## src/rtl/car_alarm_fsm_n.sv

```systemverilog
// Parametrised car alarm controller: ARMED / DISARMED / TRIGGERED / ALARM,
// with a shared seconds timer (prescaler + countdown) and a status-LED blinker.
module car_alarm_fsm_n #(
  parameter int N_DOORS     = 2,
  parameter int CLK_PER_SEC = 50000000,
  parameter int TW          = 4
) (
  input  logic               clock,
  input  logic               reset,
  input  logic               ignition,
  input  logic [N_DOORS-1:0] doors,
  input  logic [TW-1:0]      t_arm_delay,
  input  logic [TW-1:0]      t_drv_delay,
  input  logic [TW-1:0]      t_pass_delay,
  input  logic [TW-1:0]      t_alarm_on,
  output logic [1:0]         mode,
  output logic               status,
  output logic               siren,
  output logic [N_DOORS-1:0] trig_doors
);

  localparam int PW = (CLK_PER_SEC > 2) ? $clog2(CLK_PER_SEC) : 1;
  localparam logic [PW-1:0] PMAX = PW'(CLK_PER_SEC - 1);
  localparam logic [TW-1:0] ONE  = TW'(1);

  localparam logic [1:0] M_ARMED    = 2'b00;
  localparam logic [1:0] M_DISARMED = 2'b01;
  localparam logic [1:0] M_TRIG     = 2'b10;
  localparam logic [1:0] M_ALARM    = 2'b11;

  // DISARMED is split into its four substates so one register holds everything.
  typedef enum logic [2:0] {
    S_ARMED, S_TRIG, S_ALARM, S_D_IGN, S_D_OPEN, S_D_CLOSE, S_D_DELAY
  } state_t;

  state_t          state, state_nxt;
  logic            tmr_run;
  logic [TW-1:0]   tmr_sec;
  logic [PW-1:0]   tmr_pre;
  logic            tmr_exp, tmr_load, tmr_clr;
  logic [TW-1:0]   tmr_val;
  logic            trig_load, trig_clr;
  logic [PW-1:0]   bcnt, bcnt_nxt;
  logic            phase, phase_nxt;
  logic [1:0]      mode_nxt;
  logic            status_nxt;

  // Expiry fires during the last cycle of the last second, so the FSM acts on
  // the edge exactly V*CLK_PER_SEC cycles after the load edge.
  assign tmr_exp = tmr_run && (tmr_sec == ONE) && (tmr_pre == PMAX);

  // Next-state logic and timer/latch commands.
  always_comb begin
    state_nxt = state;
    tmr_load  = 1'b0;
    tmr_clr   = 1'b0;
    tmr_val   = '0;
    trig_load = 1'b0;
    trig_clr  = 1'b0;
    case (state)
      S_ARMED: begin
        if (ignition) begin
          state_nxt = S_D_IGN;
          tmr_clr   = 1'b1;
        end else if (|doors) begin
          state_nxt = S_TRIG;
          tmr_load  = 1'b1;
          tmr_val   = doors[0] ? t_drv_delay : t_pass_delay;
          trig_load = 1'b1;
        end
      end
      S_TRIG: begin
        if (ignition) begin
          state_nxt = S_D_IGN;
          tmr_clr   = 1'b1;
        end else if (tmr_exp) begin
          state_nxt = S_ALARM;
          tmr_clr   = 1'b1;
        end
      end
      S_ALARM: begin
        if (ignition) begin
          state_nxt = S_D_IGN;
          tmr_clr   = 1'b1;
        end else if (|doors) begin
          tmr_clr   = 1'b1;  // any open door cancels the shut-off count
        end else if (!tmr_run) begin
          tmr_load  = 1'b1;
          tmr_val   = t_alarm_on;
        end else if (tmr_exp) begin
          state_nxt = S_ARMED;
          tmr_clr   = 1'b1;
          trig_clr  = 1'b1;
        end
      end
      S_D_IGN: begin
        if (!ignition) state_nxt = S_D_OPEN;
      end
      S_D_OPEN: begin
        if (ignition)      state_nxt = S_D_IGN;
        else if (doors[0]) state_nxt = S_D_CLOSE;
      end
      S_D_CLOSE: begin
        if (ignition) begin
          state_nxt = S_D_IGN;
        end else if (!doors[0]) begin
          state_nxt = S_D_DELAY;
          tmr_load  = 1'b1;
          tmr_val   = t_arm_delay;
        end
      end
      S_D_DELAY: begin
        if (ignition) begin
          state_nxt = S_D_IGN;
          tmr_clr   = 1'b1;
        end else if (doors[0]) begin
          state_nxt = S_D_CLOSE;
          tmr_clr   = 1'b1;
        end else if (tmr_exp) begin
          state_nxt = S_ARMED;
          tmr_clr   = 1'b1;
        end
      end
      default: begin
        state_nxt = S_ARMED;
        tmr_clr   = 1'b1;
      end
    endcase
  end

  // Blinker runs only while staying in ARMED; any entry restarts it at phase 0.
  always_comb begin
    bcnt_nxt  = '0;
    phase_nxt = 1'b0;
    if (state == S_ARMED && state_nxt == S_ARMED) begin
      if (bcnt == PMAX) begin
        bcnt_nxt  = '0;
        phase_nxt = ~phase;
      end else begin
        bcnt_nxt  = bcnt + PW'(1);
        phase_nxt = phase;
      end
    end
  end

  // Output values derived from the next state so the outputs can be registered.
  always_comb begin
    mode_nxt   = M_DISARMED;
    status_nxt = 1'b0;
    case (state_nxt)
      S_ARMED: begin mode_nxt = M_ARMED; status_nxt = phase_nxt; end
      S_TRIG:  begin mode_nxt = M_TRIG;  status_nxt = 1'b1;      end
      S_ALARM: begin mode_nxt = M_ALARM; status_nxt = 1'b1;      end
      default: begin mode_nxt = M_DISARMED; status_nxt = 1'b0;   end
    endcase
  end

  // State, blinker and registered outputs.
  always_ff @(posedge clock or negedge reset) begin
    if (!reset) begin
      state      <= S_ARMED;
      bcnt       <= '0;
      phase      <= 1'b0;
      mode       <= M_ARMED;
      status     <= 1'b0;
      siren      <= 1'b0;
      trig_doors <= '0;
    end else begin
      state  <= state_nxt;
      bcnt   <= bcnt_nxt;
      phase  <= phase_nxt;
      mode   <= mode_nxt;
      status <= status_nxt;
      siren  <= (state_nxt == S_ALARM);
      if (trig_load)     trig_doors <= doors;
      else if (trig_clr) trig_doors <= '0;
    end
  end

  // Seconds timer: prescaler counts cycles, tmr_sec counts remaining seconds.
  always_ff @(posedge clock or negedge reset) begin
    if (!reset) begin
      tmr_run <= 1'b0;
      tmr_sec <= '0;
      tmr_pre <= '0;
    end else if (tmr_load) begin
      tmr_run <= 1'b1;
      tmr_sec <= (tmr_val == '0) ? ONE : tmr_val;
      tmr_pre <= '0;
    end else if (tmr_clr) begin
      tmr_run <= 1'b0;
      tmr_sec <= '0;
      tmr_pre <= '0;
    end else if (tmr_run) begin
      if (tmr_pre == PMAX) begin
        tmr_pre <= '0;
        tmr_sec <= tmr_sec - ONE;
        if (tmr_sec == ONE) tmr_run <= 1'b0;
      end else begin
        tmr_pre <= tmr_pre + PW'(1);
      end
    end
  end

endmodule

```

## config.mk

```make
export PLATFORM = sky130hd
export DESIGN_NAME = car_alarm_fsm_n
export DESIGN_NICKNAME = d
export VERILOG_FILES = /design/src/rtl/car_alarm_fsm_n.sv
export SDC_FILE = /design/constraint.sdc
export NUM_CORES = 1
export LEC_CHECK = 0
export BUFFER_PORTS_ARGS = -buffer_cell sky130_fd_sc_hd__buf_2
export CORE_UTILIZATION = 48
export DETAILED_ROUTE_END_ITERATION = 16
export PLACE_DENSITY = 0.66
export SETUP_SLACK_MARGIN = 0.02
export SLEW_MARGIN = 20
export SYNTH_ARGS = -nofsm -noshare
export SYNTH_HDL_FRONTEND = slang
export SYNTH_SLANG_ARGS = --single-unit
```

## constraint.sdc

```tcl
create_clock -name clock -period 2.79 [get_ports clock]
set_clock_uncertainty 0.05 [all_clocks]
set_input_delay 0 -clock clock [delete_from_list [all_inputs] [get_ports clock]]
set_output_delay 0 -clock clock [all_outputs]
set_load 0.01 [all_outputs]
```

==> results.cfg <==
[worst_setup_path]
critical_path.reg2reg.startpoint = tmr_sec[1]$_DFFE_PN0P_
worstSetupStartpointType = register
critical_path.reg2reg.endpoint = tmr_sec[2]$_DFFE_PN0P_
worst-path-max-fanout = 6
cp_data_arrival_time_ps = 2780
worst-r2r-setup-slack_ps = 190
critPathCaptureType = register
crit_required_ps = 2970
crit_end = tmr_sec[2]$_DFFE_PN0P_
crit_path_category = reg2reg
r2r.worst_path.cells = 8
critical_path.startpoint = tmr_sec[1]$_DFFE_PN0P_

[logic_synthesis]
synth-edff-count = 0
synthesized_area_fraction_occupied_by_and_or_nand_nor_cells_pct = 28.8
ys_ff_latch = 67
post_synth_xor_area_fraction_pct = 7.61
post_synth_instance_area_mm2 = 0.00392
mappedNetlistNets = 462
synth-seq-area-share_pct = 42.8
synth.yosys.warnings = 0
synth_cell_type_count = 59
yosys-mux-area-fraction_pct = 0.288
avgSynthCellArea_um2 = 8.96
synthAdderAreaFrac_pct = 1.28
synthCells = 437
share_of_the_synthesized_area_in_compound_gates_ao_oa_aoi_oai_pct = 15.7
async_flop_share_pct = 100
yosys_most_used_dff = sky130_fd_sc_hd__dfrtp_1
dominant_combinational_cell_family_by_area_after_synthesis = simple AND/OR/NAND/NOR gates

[timing]
grt_setup_unrepaired = false
fin_setup_tns_ps = 0
fin_crit_ps = 2600
share_of_the_cycle_needed_by_the_critical_path_after_routing_pct = 93.2
timing.slew.headroom_pct = 54.5
timing_worst_slew_pin_value_ps = 683
timing.final.setup_violations = 0
final_max_slew_viol_count = 0
final_critical_path_setup_slack_ps = 190
maxClockFrequency_mhz = 385
hold_viol = 0

[die]
effective_utilization_at_floorplan_pct = 50.1
coreArea_mm2 = 0.00781
floorplan.die_area_mm2 = 0.00852
placement_rows = 32
fp.dieW_um = 92.3
boundaryPins = 27
die_y_um = 92.3

[job]
max_cap_viol_count = 0

[detailed_routing]
via_per_inst = 5.80
post-route-drc-count = 0
wire_per_inst_um = 15.1
wirelength_mm = 8.75
count_of_vias_placed_by_the_detailed_router = 3368
drt_iter0_drc = 179
drtAntennaViolNets = 0
drt_pass1_iterations = 4

[global_route]
grt_usage_pct = 22.2
overflow = 0
grt_pass1_vias = 3323
wire_length_of_the_first_global_routing_pass_mm = 15.0
antenna_violations_before_repair = 0
grt_max_degree = 32

[clock_network]
max_clock_buf_depth = 2
cts.reportedPaths.clkPinSlew_ps = 80
cts_root_buf = sky130_fd_sc_hd__clkbuf_8
clock_tree_from_tritoncts = built
ctsHtreeMaxLevel = 3
numClockSinks = 67
clock_latency_ps = 350
cts_buffers = 9
cts_setup_buffers = 0

[status]
outcome = complete, no violations

[cells_and_area]
drive_gt1_share_pct = 14.4
utilization_pct = 57.2
design_area_final_mm2 = 0.00447
layout_commonest_cell = sky130_fd_sc_hd__dfrtp_1
commonest_non_fill_non_tap_cells_in_the_layout = sky130_fd_sc_hd__dfrtp_1, sky130_fd_sc_hd__nor2_1, sky130_fd_sc_hd__o21ai_0, sky130_fd_sc_hd__nand3_1, sky130_fd_sc_hd__nand2_1
nets = 499
antenna_cells = 0
area_growth_pct = 14.2

[pwr]
post-layout-total-power_uw = 3300
leakage_uw = 0.00185
power.density_mw_per_mm2 = 739
irDropWorstVdd_v = 0.000330

[placed_design]
dpl_worst_slack_ps = 186
postPlaceCellArea_mm2 = 0.00417
placement.io_buffers = 26
place_hpwl_mm = 6.24
place.gp.congestion = 0.821

[worst_hold_path]
holdCritPathClass = in2reg
==> through the flow <==
step                hold slack (ps)  cells
CTS                            14.5    581
finish                         22.5    581
global route                   46.8    581
detailed placement             39.0    557
global placement               32.0    557
floorplan                      -346    437
==> timing repair <==
item | 4_1_cts | 5_1_grt
gates resized for setup | 0 | 2
endpoints found under the setup margin | 0 | 6
hold buffers | 8 | 0
endpoints found under the hold margin | 35 | 0
==> worst min-delay path by stage <==
stage	start	to	cells after the start	slack [ps]
finish	doors[0]	trig_doors[0]$_DFFE_PN0P_	3	20
global route	doors[0]	trig_doors[0]$_DFFE_PN0P_	3	50
CTS	t_alarm_on[0]	tmr_sec[0]$_DFFE_PN0P_	4	10
detailed placement	reset	tmr_pre[6]$_DFFE_PN0P_	1	40
global placement	reset	tmr_pre[22]$_DFFE_PN0P_	1	30
floorplan	reset	bcnt[0]$_DFF_PN0_	0	-350
==> flip-flops by register name, indices dropped and copies added (netlist names) <==
| name | flops |
|---|---|
| tmr_sec | 4 |
| mode | 2 |
| trig_doors | 2 |
| status | 1 |
| tmr_pre | 26 |
| tmr_run | 1 |
| phase | 1 |
| siren | 1 |
| bcnt | 26 |
| state | 3 |
==> report_power, final <==
group	leakage (uW)	internal (uW)	switching (uW)	total, uW
logic	0.000845	499	803	1300
registers	0.000912	1080	96.5	1170
clock network	0.0000881	416	411	828
==> synthesized netlist by cell type, types with 3 or more instances <==
cell type | number | area (um2)
sky130_fd_sc_hd__and4_1 | 8 | 70.1
sky130_fd_sc_hd__nor3b_1 | 3 | 22.5
sky130_fd_sc_hd__a221o_1 | 3 | 30.0
sky130_fd_sc_hd__a21oi_1 | 16 | 80.1
sky130_fd_sc_hd__inv_1 | 15 | 56.3
sky130_fd_sc_hd__nand3_1 | 29 | 145
sky130_fd_sc_hd__o22ai_1 | 3 | 18.8
sky130_fd_sc_hd__o31ai_1 | 3 | 22.5
sky130_fd_sc_hd__or4_1 | 5 | 37.5
sky130_fd_sc_hd__and2_1 | 6 | 37.5
sky130_fd_sc_hd__nor2b_1 | 4 | 25.0
sky130_fd_sc_hd__ha_1 | 4 | 50.1
sky130_fd_sc_hd__nand4_1 | 12 | 75.1
sky130_fd_sc_hd__a22o_1 | 3 | 26.3
sky130_fd_sc_hd__clkbuf_1 | 14 | 52.6
sky130_fd_sc_hd__nor4_1 | 4 | 25.0
sky130_fd_sc_hd__o211ai_1 | 5 | 37.5
sky130_fd_sc_hd__o2111ai_1 | 3 | 26.3
sky130_fd_sc_hd__nor2_1 | 54 | 203
sky130_fd_sc_hd__o21ai_0 | 33 | 165
sky130_fd_sc_hd__xnor2_1 | 10 | 87.6
sky130_fd_sc_hd__nor3_1 | 7 | 35.0
sky130_fd_sc_hd__nand2_1 | 28 | 105
sky130_fd_sc_hd__or3_1 | 12 | 75.1
sky130_fd_sc_hd__nand2b_1 | 6 | 37.5
sky130_fd_sc_hd__xor2_1 | 24 | 210
sky130_fd_sc_hd__and3_1 | 14 | 87.6
sky130_fd_sc_hd__dfrtp_1 | 67 | 1680
==> cell families (layout without fill, tap and decap cells) <==
kind of cell,Yosys count,count (layout)
XOR/XNOR,34,34
flip-flops,67,67
buffers and inverters,34,76
AND/OR/NAND/NOR,206,206
adder cells (fa/ha/maj),4,4
AO/OA/AOI/OAI,91,91
multiplexers,1,1
==> layer usage <==
metal | global-route usage [%] | vias up | part of all wire, %
met4 | 9.38 | 0 | 2.1
met3 | 5.17 | 19 | 2.7
li1 | - | 1658 | -
met1 | 28.7 | 1638 | 48
met2 | 35.6 | 53 | 47
met5 | 0 | - | 0
==> critical path, cell delays in order, from the launching register on <==
cell and delay (ps):
sky130_fd_sc_hd__dfrtp_1 410, sky130_fd_sc_hd__inv_1 90, sky130_fd_sc_hd__ha_1 150, sky130_fd_sc_hd__nor4bb_2 290
sky130_fd_sc_hd__nand4_1 140, sky130_fd_sc_hd__or4_4 620, sky130_fd_sc_hd__o211ai_4 260, sky130_fd_sc_hd__and4bb_1 250
sky130_fd_sc_hd__a211o_1 230
==> cell type report <==
type	instances	area [um2]
clock buffers	9	124
clock inverters	7	77.6
fillers	719	3340
inverters	15	56.3
multi-input cells	336	2110
flip-flops and latches	67	1680
well taps	102	128
repair buffers	45	293
(Power assumes the default switching activity.)
